--- src/rtl/encrypt_seq_ctrl_pkg.sv ---
// Shared definitions for the encap encryption sequencer: McEliece parameter-set
// tables, derived stream sizes and the sequencer state encoding.
package encrypt_seq_ctrl_pkg;

    typedef enum logic [2:0] {
        ST_IDLE,
        ST_LAUNCH,
        ST_WAIT_RDY,
        ST_STREAM,
        ST_WAIT_DONE,
        ST_READOUT
    } seq_state_t;

    localparam int CIPHER_WORD_W = 32;

    function automatic int set_n(input int ps);
        case (ps)
            1:       return 3488;
            2:       return 4608;
            3:       return 6688;
            4:       return 6960;
            default: return 8192;
        endcase
    endfunction

    function automatic int set_m(input int ps);
        return (ps == 1) ? 12 : 13;
    endfunction

    function automatic int set_t(input int ps);
        case (ps)
            1:       return 64;
            2:       return 96;
            3:       return 128;
            4:       return 119;
            default: return 128;
        endcase
    endfunction

    function automatic int calc_l(input int ps);
        return set_m(ps) * set_t(ps);
    endfunction

    function automatic int calc_k(input int ps);
        return set_n(ps) - calc_l(ps);
    endfunction

    // Key columns are padded up to a whole number of col_width blocks.
    function automatic int calc_pk_depth(input int ps, input int cw);
        int k;
        int pad;
        k   = calc_k(ps);
        pad = (cw - (k % cw)) % cw;
        return (k + pad) * calc_l(ps) / cw;
    endfunction

    function automatic int calc_c_words(input int ps);
        return (calc_l(ps) + CIPHER_WORD_W - 1) / CIPHER_WORD_W;
    endfunction

    function automatic int addr_width(input int depth);
        return (depth <= 2) ? 1 : $clog2(depth);
    endfunction

endpackage

--- src/rtl/encrypt_seq_ctrl_skid.sv ---
// enc_skid2: two-entry 32-bit valid/ready buffer that absorbs ciphertext words
// returned by the core; the producer guarantees it never pushes into a full buffer.
module enc_skid2 (
    input  logic        clk,
    input  logic        rst_n,
    input  logic        in_valid,
    input  logic [31:0] in_data,
    output logic        out_valid,
    output logic [31:0] out_data,
    input  logic        out_ready,
    output logic [1:0]  count
);

    logic [31:0] head_q;
    logic [31:0] tail_q;
    logic [1:0]  count_q;
    logic        pop;

    assign pop       = (count_q != 2'd0) && out_ready;
    assign out_valid = (count_q != 2'd0);
    assign out_data  = head_q;
    assign count     = count_q;

    always_ff @(posedge clk or negedge rst_n) begin
        if (!rst_n) begin
            head_q  <= '0;
            tail_q  <= '0;
            count_q <= 2'd0;
        end else begin
            case ({in_valid, pop})
                2'b10: begin
                    if (count_q == 2'd0) head_q <= in_data;
                    else                 tail_q <= in_data;
                    count_q <= count_q + 2'd1;
                end
                2'b01: begin
                    head_q  <= tail_q;
                    count_q <= count_q - 2'd1;
                end
                2'b11: begin
                    // Simultaneous push and pop keeps the occupancy unchanged.
                    if (count_q == 2'd1) begin
                        head_q <= in_data;
                    end else begin
                        head_q <= tail_q;
                        tail_q <= in_data;
                    end
                end
                default: ;
            endcase
        end
    end

endmodule

--- src/rtl/encrypt_seq_ctrl.sv ---
// Sequencer for the column-block encryption core: launches the core, streams key
// blocks under arbiter grant, then drains ciphertext. Optional ENCRYPT_SEQ_CTRL_PERF_EN.
module encrypt_seq_ctrl
    import encrypt_seq_ctrl_pkg::*;
#(
    parameter  int parameter_set = 1,
    parameter  int col_width     = 128,
    localparam int PK_DEPTH      = calc_pk_depth(parameter_set, col_width),
    localparam int C_WORDS       = calc_c_words(parameter_set),
    localparam int PK_AW         = addr_width(PK_DEPTH),
    localparam int C_AW          = addr_width(C_WORDS)
) (
    input  logic             clk,
    input  logic             rst_n,
    input  logic             start,
    output logic             busy,
    output logic             err,
    input  logic             pk_grant,
    output logic             pk_rd_en,
    output logic [PK_AW-1:0] pk_addr,
    output logic             enc_start,
    input  logic             enc_K_ready,
    output logic             enc_K_col_valid,
    input  logic             enc_done,
    output logic             enc_rd_en_c,
    output logic [C_AW-1:0]  enc_addr_rd_c,
    input  logic [31:0]      enc_cipher,
    output logic [31:0]      c_data,
    output logic             c_valid,
    input  logic             c_ready,
    output logic             c_last,
    output logic [31:0]      perf_cycles
);

    seq_state_t       state;
    seq_state_t       state_next;
    logic [PK_AW-1:0] pk_addr_q;
    logic             col_valid_q;
    logic             err_q;
    logic [C_AW-1:0]  c_addr_q;
    logic             c_issue_done_q;
    logic             c_inflight_q;
    logic [C_AW-1:0]  c_out_idx_q;
    logic [1:0]       skid_count;
    logic             skid_valid;
    logic [31:0]      skid_data;

    logic start_accept;
    logic pk_issue;
    logic pk_last_issue;
    logic done_early;
    logic c_issue;
    logic c_xfer;
    logic c_final;

    assign start_accept  = (state == ST_IDLE) && start;
    assign pk_issue      = (state == ST_STREAM) && pk_grant;
    assign pk_last_issue = pk_issue && (pk_addr_q == PK_AW'(PK_DEPTH - 1));
    assign done_early    = (state == ST_STREAM) && enc_done;
    // Counting in-flight reads against buffer space means no returned word can be dropped.
    assign c_issue       = (state == ST_READOUT) && !c_issue_done_q &&
                           (({1'b0, skid_count} + {2'b00, c_inflight_q}) < 3'd2);
    assign c_xfer        = skid_valid && c_ready;
    assign c_final       = c_xfer && (c_out_idx_q == C_AW'(C_WORDS - 1));

    always_ff @(posedge clk or negedge rst_n) begin
        if (!rst_n) state <= ST_IDLE;
        else        state <= state_next;
    end

    always_comb begin
        state_next  = state;
        busy        = (state != ST_IDLE);
        enc_start   = (state == ST_LAUNCH);
        pk_rd_en    = pk_issue;
        enc_rd_en_c = c_issue;
        unique case (state)
            ST_IDLE:      if (start) state_next = ST_LAUNCH;
            ST_LAUNCH:    state_next = ST_WAIT_RDY;
            ST_WAIT_RDY:  if (enc_K_ready) state_next = ST_STREAM;
            ST_STREAM: begin
                if (enc_done)           state_next = ST_READOUT;
                else if (pk_last_issue) state_next = ST_WAIT_DONE;
            end
            ST_WAIT_DONE: if (enc_done) state_next = ST_READOUT;
            ST_READOUT:   if (c_final) state_next = ST_IDLE;
            default:      state_next = ST_IDLE;
        endcase
    end

    // Key stream address, column-valid strobe aligned with memory q, and sticky error.
    always_ff @(posedge clk or negedge rst_n) begin
        if (!rst_n) begin
            pk_addr_q   <= '0;
            col_valid_q <= 1'b0;
            err_q       <= 1'b0;
        end else begin
            col_valid_q <= pk_issue;
            if (done_early || pk_last_issue) pk_addr_q <= '0;
            else if (pk_issue)               pk_addr_q <= pk_addr_q + 1'b1;
            if (start_accept)    err_q <= 1'b0;
            else if (done_early) err_q <= 1'b1;
        end
    end

    always_ff @(posedge clk or negedge rst_n) begin
        if (!rst_n) begin
            c_addr_q       <= '0;
            c_issue_done_q <= 1'b0;
            c_inflight_q   <= 1'b0;
            c_out_idx_q    <= '0;
        end else begin
            c_inflight_q <= c_issue;
            if (state == ST_IDLE) begin
                c_addr_q       <= '0;
                c_issue_done_q <= 1'b0;
                c_out_idx_q    <= '0;
            end else begin
                if (c_issue) begin
                    if (c_addr_q == C_AW'(C_WORDS - 1)) c_issue_done_q <= 1'b1;
                    else                                c_addr_q       <= c_addr_q + 1'b1;
                end
                if (c_xfer) c_out_idx_q <= c_out_idx_q + 1'b1;
            end
        end
    end

    enc_skid2 u_skid (
        .clk       (clk),
        .rst_n     (rst_n),
        .in_valid  (c_inflight_q),
        .in_data   (enc_cipher),
        .out_valid (skid_valid),
        .out_data  (skid_data),
        .out_ready (c_ready),
        .count     (skid_count)
    );

    assign pk_addr         = pk_addr_q;
    assign enc_K_col_valid = col_valid_q;
    assign err             = err_q;
    assign enc_addr_rd_c   = c_addr_q;
    assign c_valid         = skid_valid;
    assign c_data          = skid_valid ? skid_data : 32'h0;
    assign c_last          = skid_valid && (c_out_idx_q == C_AW'(C_WORDS - 1));

`ifdef ENCRYPT_SEQ_CTRL_PERF_EN
    logic [31:0] perf_q;
    logic        perf_run_q;

    // Counts the accepted-start cycle through the cycle enc_done is seen, inclusive.
    always_ff @(posedge clk or negedge rst_n) begin
        if (!rst_n) begin
            perf_q     <= '0;
            perf_run_q <= 1'b0;
        end else if (start_accept) begin
            perf_q     <= 32'd1;
            perf_run_q <= 1'b1;
        end else if (perf_run_q) begin
            if (perf_q != 32'hFFFF_FFFF) perf_q <= perf_q + 32'd1;
            if (enc_done && ((state == ST_STREAM) || (state == ST_WAIT_DONE)))
                perf_run_q <= 1'b0;
        end
    end

    assign perf_cycles = perf_q;
`else
    assign perf_cycles = 32'h0;
`endif

endmodule

--- config.mk ---
export PLATFORM = sky130hd
export DESIGN_NAME = encrypt_seq_ctrl
export DESIGN_NICKNAME = d
export VERILOG_FILES = /design/src/rtl/encrypt_seq_ctrl_pkg.sv /design/src/rtl/encrypt_seq_ctrl_skid.sv /design/src/rtl/encrypt_seq_ctrl.sv
export SDC_FILE = /design/constraint.sdc
export NUM_CORES = 1
export LEC_CHECK = 0
export CAP_MARGIN = 25
export CORE_UTILIZATION = 50
export DETAILED_ROUTE_END_ITERATION = 10
export GPL_TIMING_DRIVEN = 1
export PLACE_DENSITY = 0.81
export SYNTH_ARGS = -nofsm -noshare
export SYNTH_HDL_FRONTEND = slang
export SYNTH_HIERARCHICAL = 1
export SYNTH_SLANG_ARGS = --single-unit
--- constraint.sdc ---
create_clock -name clk -period 2.8 [get_ports clk]
set_input_delay 0.56 -clock clk [delete_from_list [all_inputs] [get_ports clk]]
set_output_delay 0.56 -clock clk [all_outputs]
set_load 0.02 [all_outputs]
==> results of run 1 <==
[metrics by stage]
| stage | utilization [%] | setup TNS (ns) | std cells |
|---|---|---|---|
| detailed placement | 62.4 | 0 | 720 |
| global route | 65.3 | -0.0156 | 736 |
| global placement | 62.4 | 0 | 720 |
| CTS | 64.5 | 0 | 736 |
| floorplan | - | 0 | 537 |
| finish | 65.3 | 0 | 736 |
[worst max-delay path, cell delays in order (launching register included)]
cell and delay, ns:
dfrtp_1 0.52, a21boi_0 0.35, and2_1 0.25, clkdlybuf4s50_1 0.62
[layout make-up]
class | instances | area [sq um]
sequential | 98 | 2450
clock buffer | 9 | 124
inverter | 8 | 30.0
multi-input combinational | 367 | 2410
fill | 779 | 3450
tap | 133 | 166
clock inverter | 7 | 85.1
timing repair buffer | 114 | 1240
[Yosys cell counts, types with 2 or more instances]
cell type / instances
a211oi_1: 2
mux2i_1: 3
buf_2: 6
nand4_1: 5
o21ai_0: 40
mux2_1: 2
xor2_1: 13
nor2b_1: 3
or3_1: 6
and2_1: 35
a31oi_1: 32
clkbuf_1: 14
a21oi_1: 11
mux2_4: 30
ha_1: 10
a21o_1: 2
nand3_1: 48
and4b_1: 2
inv_1: 8
nor3_1: 3
and3_1: 3
buf_4: 37
dfrtp_1: 98
nand2_1: 9
nor2_1: 51
xnor2_1: 2
nor3b_1: 2
buf_6: 7
[power by group through the flow]
| stage | clock [mW] | combinational [mW] | sequential, mW |
|---|---|---|---|
| 2_1_floorplan | 0 | 2.18 | 2.24 |
| 3_3_place_gp | 0 | 3.15 | 2.30 |
| 3_5_place_dp | 0 | 3.24 | 2.32 |
| 4_1_cts | 0.980 | 3.26 | 2.30 |
| 5_1_grt | 1.03 | 3.45 | 2.38 |
| 6_report | 0.968 | 3.18 | 2.31 |
[sequential cells by signal (all words and copies together), names as in the netlist]
name and cells:
c_inflight_q 1, c_issue_done_q 1, c_out_idx_q 5, enc_K_col_valid 1, enc_addr_rd_c 5, err 1, pk_addr 15, state 3
u_skid/count 2, u_skid/out_data 32, u_skid/tail_q 32
[layer usage]
layer	GRT usage, %	vias to the layer above
li1	-	1881
met1	29.2	1968
met2	36.0	132
met3	2.51	12
met4	7.04	0
met5	0	-
[worst min path at each step]
stage	start	end	slack, ns	cells past startpoint
6_report	rst_n	u_skid/out_data[22]	0.19	1
5_1_grt	rst_n	u_skid/out_data[22]	0.23	1
4_1_cts	rst_n	u_skid/out_data[23]	0.20	1
3_5_place_dp	u_skid/tail_q[25]	u_skid/tail_q[25]	0.48	1
3_3_place_gp	u_skid/tail_q[26]	u_skid/tail_q[26]	0.47	1
2_1_floorplan	rst_n	c_inflight_q	0.26	0
[cell families (layout without fill, tap and decap cells)]
logic type                 after synthesis  count (layout)  synth area share [%]
DFF                                     98              98                  47.0
xor gates and xnor gates                15              15                  2.52
adders and majority gates               10              10                  2.40
and+or+nand+nor                        179             179                  18.3
AOI/OAI and AO/OA                       95              95                  10.8
other                                    1              32                0.0719
buffers and inverters                   72             138                  9.00
muxes                                   36              36                  9.86
[what timing repair did]
item	4_1_cts	5_1_grt
setup endpoints to repair	14	32
hold buffers	0	0
resized for setup	2	34
==> flow_metrics.tcl, run 1 <==
set metrics [dict create \
    dr.pass1.iters 5 \
    via_per_inst 5.43 \
    rsz0062_at_grt "yes" \
    dr_wl_met2_mm 5.56 \
    grt_max_degree 65 \
    power_density_mw_per_mm2 993 \
    dp_hpwl_mm 7.74 \
    synth_seq_area_share_pct 47.0 \
    avgSynthCellArea_sq_um 10.3 \
    status "finished, final reports clean" \
    synthArstFlopShare_pct 100 \
    wl_met1_mm 5.21 \
    cts_tree "done" \
    wirelength_mm 11.4 \
    crit_path_end "enc_rd_en_c" \
    grt_pass1_wl_mm 19.2 \
    cp-start-kind "flip-flop" \
    worstSetupStartpoint "state[0]" \
    syn_to_final_growth_pct 24.7 \
    crit_type "flip-flop to output pin" \
    yosysUniqueCellTypes 50 \
    yosys.area.top_type "dfrtp_1" \
    start_util_pct 52.4 \
    ant_nets 0 \
    ir_drop_mv 0.469 \
    grtUsageTotal_pct 21.5 \
    syn-cell-area_sq_mm 0.00522 \
    arrival_ns 2.10 \
    post-route-period-util_pct 95.2 \
    leakagePower_nw 3.28 \
    p_sw_share_pct 38.6 \
    place_congestion 0.799 \
    power_frac_clock_pct 15.0 \
    tightestPinTransition_ns 0.592 \
    combinationalPowerShare_pct 49.2 \
    ys_top_cells_by_area "dfrtp_1 47%, mux2_4 8.6%, buf_4 5.3%, nand3_1 4.6%, and2_1 4.2%" \
    r2r_cells 9 \
    grt_pass1_vias 3890 \
    num_rows 36 \
    r2r-end "u_skid/tail_q[5]" \
    die_area_sq_mm 0.0108 \
    wl_met3_um 483 \
    ys_warn_count 6 \
    final_common_cell "dfrtp_1" \
    cts-root-buf "clkbuf_8" \
    power_switching_mw 2.49 \
    port_buffers 98 \
    overflow 0 \
    vias 3993 \
    wl_per_cell_um 15.5 \
    synth_edf_count 0 \
    p_seq_share_pct 35.8 \
    yosysTopAreaCellShare_pct 47.0 \
    mostFrequentLayoutCells "98 x dfrtp_1, 64 x clkdlybuf4s50_1, 51 x nor2_1" \
    finalInstanceArea_sq_mm 0.00650 \
    power_mw 6.46 \
    required_ns 2.24 \
    ys_ff_latch 98 \
    drv_cap 0 \
    fin_worst_skew_ns 0.0163 \
    final-hold-violation-count 0 \
    cts_sinks 98 \
    clk_latency_ns 0.36 \
    relSlewSlack_pct 60.5 \
    placed_area_sq_mm 0.00621 \
    worst_slack_ns 0.135 \
    core_sq_mm 0.00995 \
    hp-class "primary input to asynchronous set/reset pin" \
    clkTransAtPathRegs_ns 0.10 \
    io_pins 131 \
    antenna_cells 0 \
    finalSetupViolCount 0 \
    maxSlewViolCount 0 \
    cp-end-kind "output pin" \
    p_int_mw 3.97 \
    synth_ff_type "dfrtp_1" \
    top_layer "met4" \
    postCtsSetupBuffers 0 \
    cts_buffers 9 \
    cp_max_fo 11 \
    drtIter0Drc 242 \
    drive_gt1_share_pct 11.9 \
    die_w_um 104 \
    min_period_ns 2.66 \
    reg2reg_slack_ns 0.50 \
    nets 647 \
    clock_path_buffers 2 \
    r2r-start "u_skid/count[1]" \
    h-tree-depth 3 \
    dp_slack_ns 0.130 \
    die_y_um 104 \
    clock.fmax_ghz 0.375 \
    antenna_found_initial 0 \
    holdWs_ns 0.194 \
    remaining_drc_errors 0 \
    synthCells 506 \
]
(Power assumes the default switching activity.)
==> inputs of run 2 (changes only) <==
CORE_MARGIN = 5   (was unset)
SLEW_MARGIN = 20   (was unset)
==> run 2 against run 1 <==
  * Non-clock buffer count rose by 1
  * Final cell count rose by 0.41%
  * First-iteration DRC count is 16% lower
  * Power rose by 1.1%
  * Flip-flop and latch count stayed put
  * Worst hold slack worse by 0.016 ns
  * Critical path type unchanged
  * Largest power group unchanged
  * Highest routed layer unchanged
==> flow_metrics.tcl, run 2 (synthesized netlist as in run 1, its figures left out) <==
set metrics [dict create \
    fillerInstances 836 \
    tightestPinTransition_ns 0.551 \
    grt_use_met2_pct 32.2 \
    die_area_sq_mm 0.0126 \
    wl_per_cell_um 16.3 \
    drtIter0Drc 204 \
    grt_pass1_vias 4004 \
    grtUsageMet3_pct 2.48 \
    crit_type "flip-flop to output pin" \
    crit_slowest_cell "clkdlybuf4s50_1" \
    place_congestion 0.802 \
    h-tree-depth 3 \
    post-route-period-util_pct 93.6 \
    setup_tns_ns 0 \
    cts_tree "done" \
    wirelength_mm 12.0 \
    clock.fmax_ghz 0.381 \
    post-route-util_pct 63.7 \
    status "finished, final reports clean" \
    io_pins 131 \
    vias 4008 \
    start_util_pct 51.0 \
    drv_cap 0 \
    cts_sinks 98 \
    overflow 0 \
    clock_path_buffers 2 \
    drive_gt1_share_pct 11.8 \
    cp_max_fo 37 \
    core_sq_mm 0.0102 \
    port_buffers 98 \
    min_period_ns 2.62 \
    clk_latency_ns 0.36 \
    ir_drop_mv 0.560 \
    antenna_found_initial 0 \
    cts-root-buf "clkbuf_8" \
    path_cells "inv_1 -> ha_1 -> inv_1 -> buf_12 -> clkdlybuf4s50_1" \
    remaining_drc_errors 0 \
    rsz0062_at_grt "no" \
    syn_to_final_growth_pct 24.9 \
    cpPeakStageDelay_ns 0.66 \
    die_w_um 112 \
    grt_max_degree 65 \
    path_common_cell "inv_1" \
    arrival_ns 2.06 \
    grt_util_met1_pct 25.0 \
    leakagePower_nw 3.27 \
    clkTransAtPathRegs_ns 0.09 \
    mostFrequentLayoutCells "98 x dfrtp_1, 64 x clkdlybuf4s50_1, 51 x nor2_1" \
    finalSetupViolCount 0 \
    power_mw 6.53 \
    multiInputGateArea_sq_mm 0.00242 \
    final_common_cell "dfrtp_1" \
    dr.pass1.iters 5 \
    cts_buffers 9 \
    ant_nets 0 \
    postCtsSetupBuffers 0 \
    dp_slack_ns 0.116 \
    register_area_sq_mm 0.00245 \
    die_y_um 112 \
    dp_hpwl_mm 8.26 \
    hp-class "primary input to asynchronous set/reset pin" \
    required_ns 2.24 \
    maxSlewViolCount 0 \
    worst_slack_ns 0.178 \
    cp-start-kind "flip-flop" \
    cts_hold_buf 0 \
    antenna_cells 0 \
    nets 648 \
    num_rows 37 \
    final-hold-violation-count 0 \
    grtUsageTotal_pct 19.0 \
    via_per_inst 5.42 \
    relSlewSlack_pct 63.3 \
    cp-end-kind "output pin" \
    fin_worst_skew_ns 0.00872 \
    power_density_mw_per_mm2 1000 \
    grt_pass1_wl_mm 19.7 \
    grt.busiest_layer "met2" \
]
## run 2: cell type report
| cell class | instances | share of cell area (%) |
|---|---|---|
| Clock buffer | 11 | 2.02 |
| Clock inverter | 4 | 1.17 |
| Inverter | 8 | 0.461 |
| Multi-Input combinational cell | 367 | 37.1 |
| Sequential cell | 98 | 37.6 |
| Tap cell | 136 | 2.61 |
| Timing Repair Buffer | 115 | 19.0 |
## run 2: power by group
| group | switching (mW) | internal, mW |
|---|---|---|
| registers | 0.356 | 1.97 |
| logic | 1.65 | 1.57 |
| clock network | 0.481 | 0.503 |
## run 2: what timing repair did
action,CTS,global route
gates resized for setup,5,32
cloned,0,0
setup endpoints to repair,33,31
## run 2: per-stage QoR
step / instances / hold slack, ns / instance area (sq um)
2_1_floorplan: 537 / 0.264 / 5330
5_1_grt: 739 / 0.221 / 6520
6_report: 739 / 0.177 / 6520
4_1_cts: 739 / 0.189 / 6430
3_3_place_gp: 724 / 0.467 / 6220
3_5_place_dp: 724 / 0.480 / 6220
## run 2: worst max-delay path, delay by kind of cell (launching register included)
| kind | cells | cell delay (ns) |
|---|---|---|
| buffers and inverters | 4 | 1.04 |
| flip-flops | 1 | 0.42 |
| adder cells (fa/ha/maj) | 1 | 0.24 |
## run 2: per-layer routing
metal	vias to the layer above	wire [um]
li1	1888	-
met1	1989	5170
met2	109	6110
met3	22	534
met4	0	212
met5	-	0
## run 2: path summary, 6_finish.rpt
kind                                   start             endpoint  slack [ns]  cells past startpoint
max reg2reg                  u_skid/count[0]  u_skid/out_data[16]        0.46                      8
min reg2reg                u_skid/tail_q[26]    u_skid/tail_q[26]        0.50                      1
min                                    rst_n  u_skid/out_data[18]        0.18                      1
max in group asynchronous              rst_n    u_skid/tail_q[13]        1.92                      2
min in group clk           u_skid/tail_q[26]    u_skid/tail_q[26]        0.50                      1
max                          u_skid/count[0]              c_valid        0.18                      5
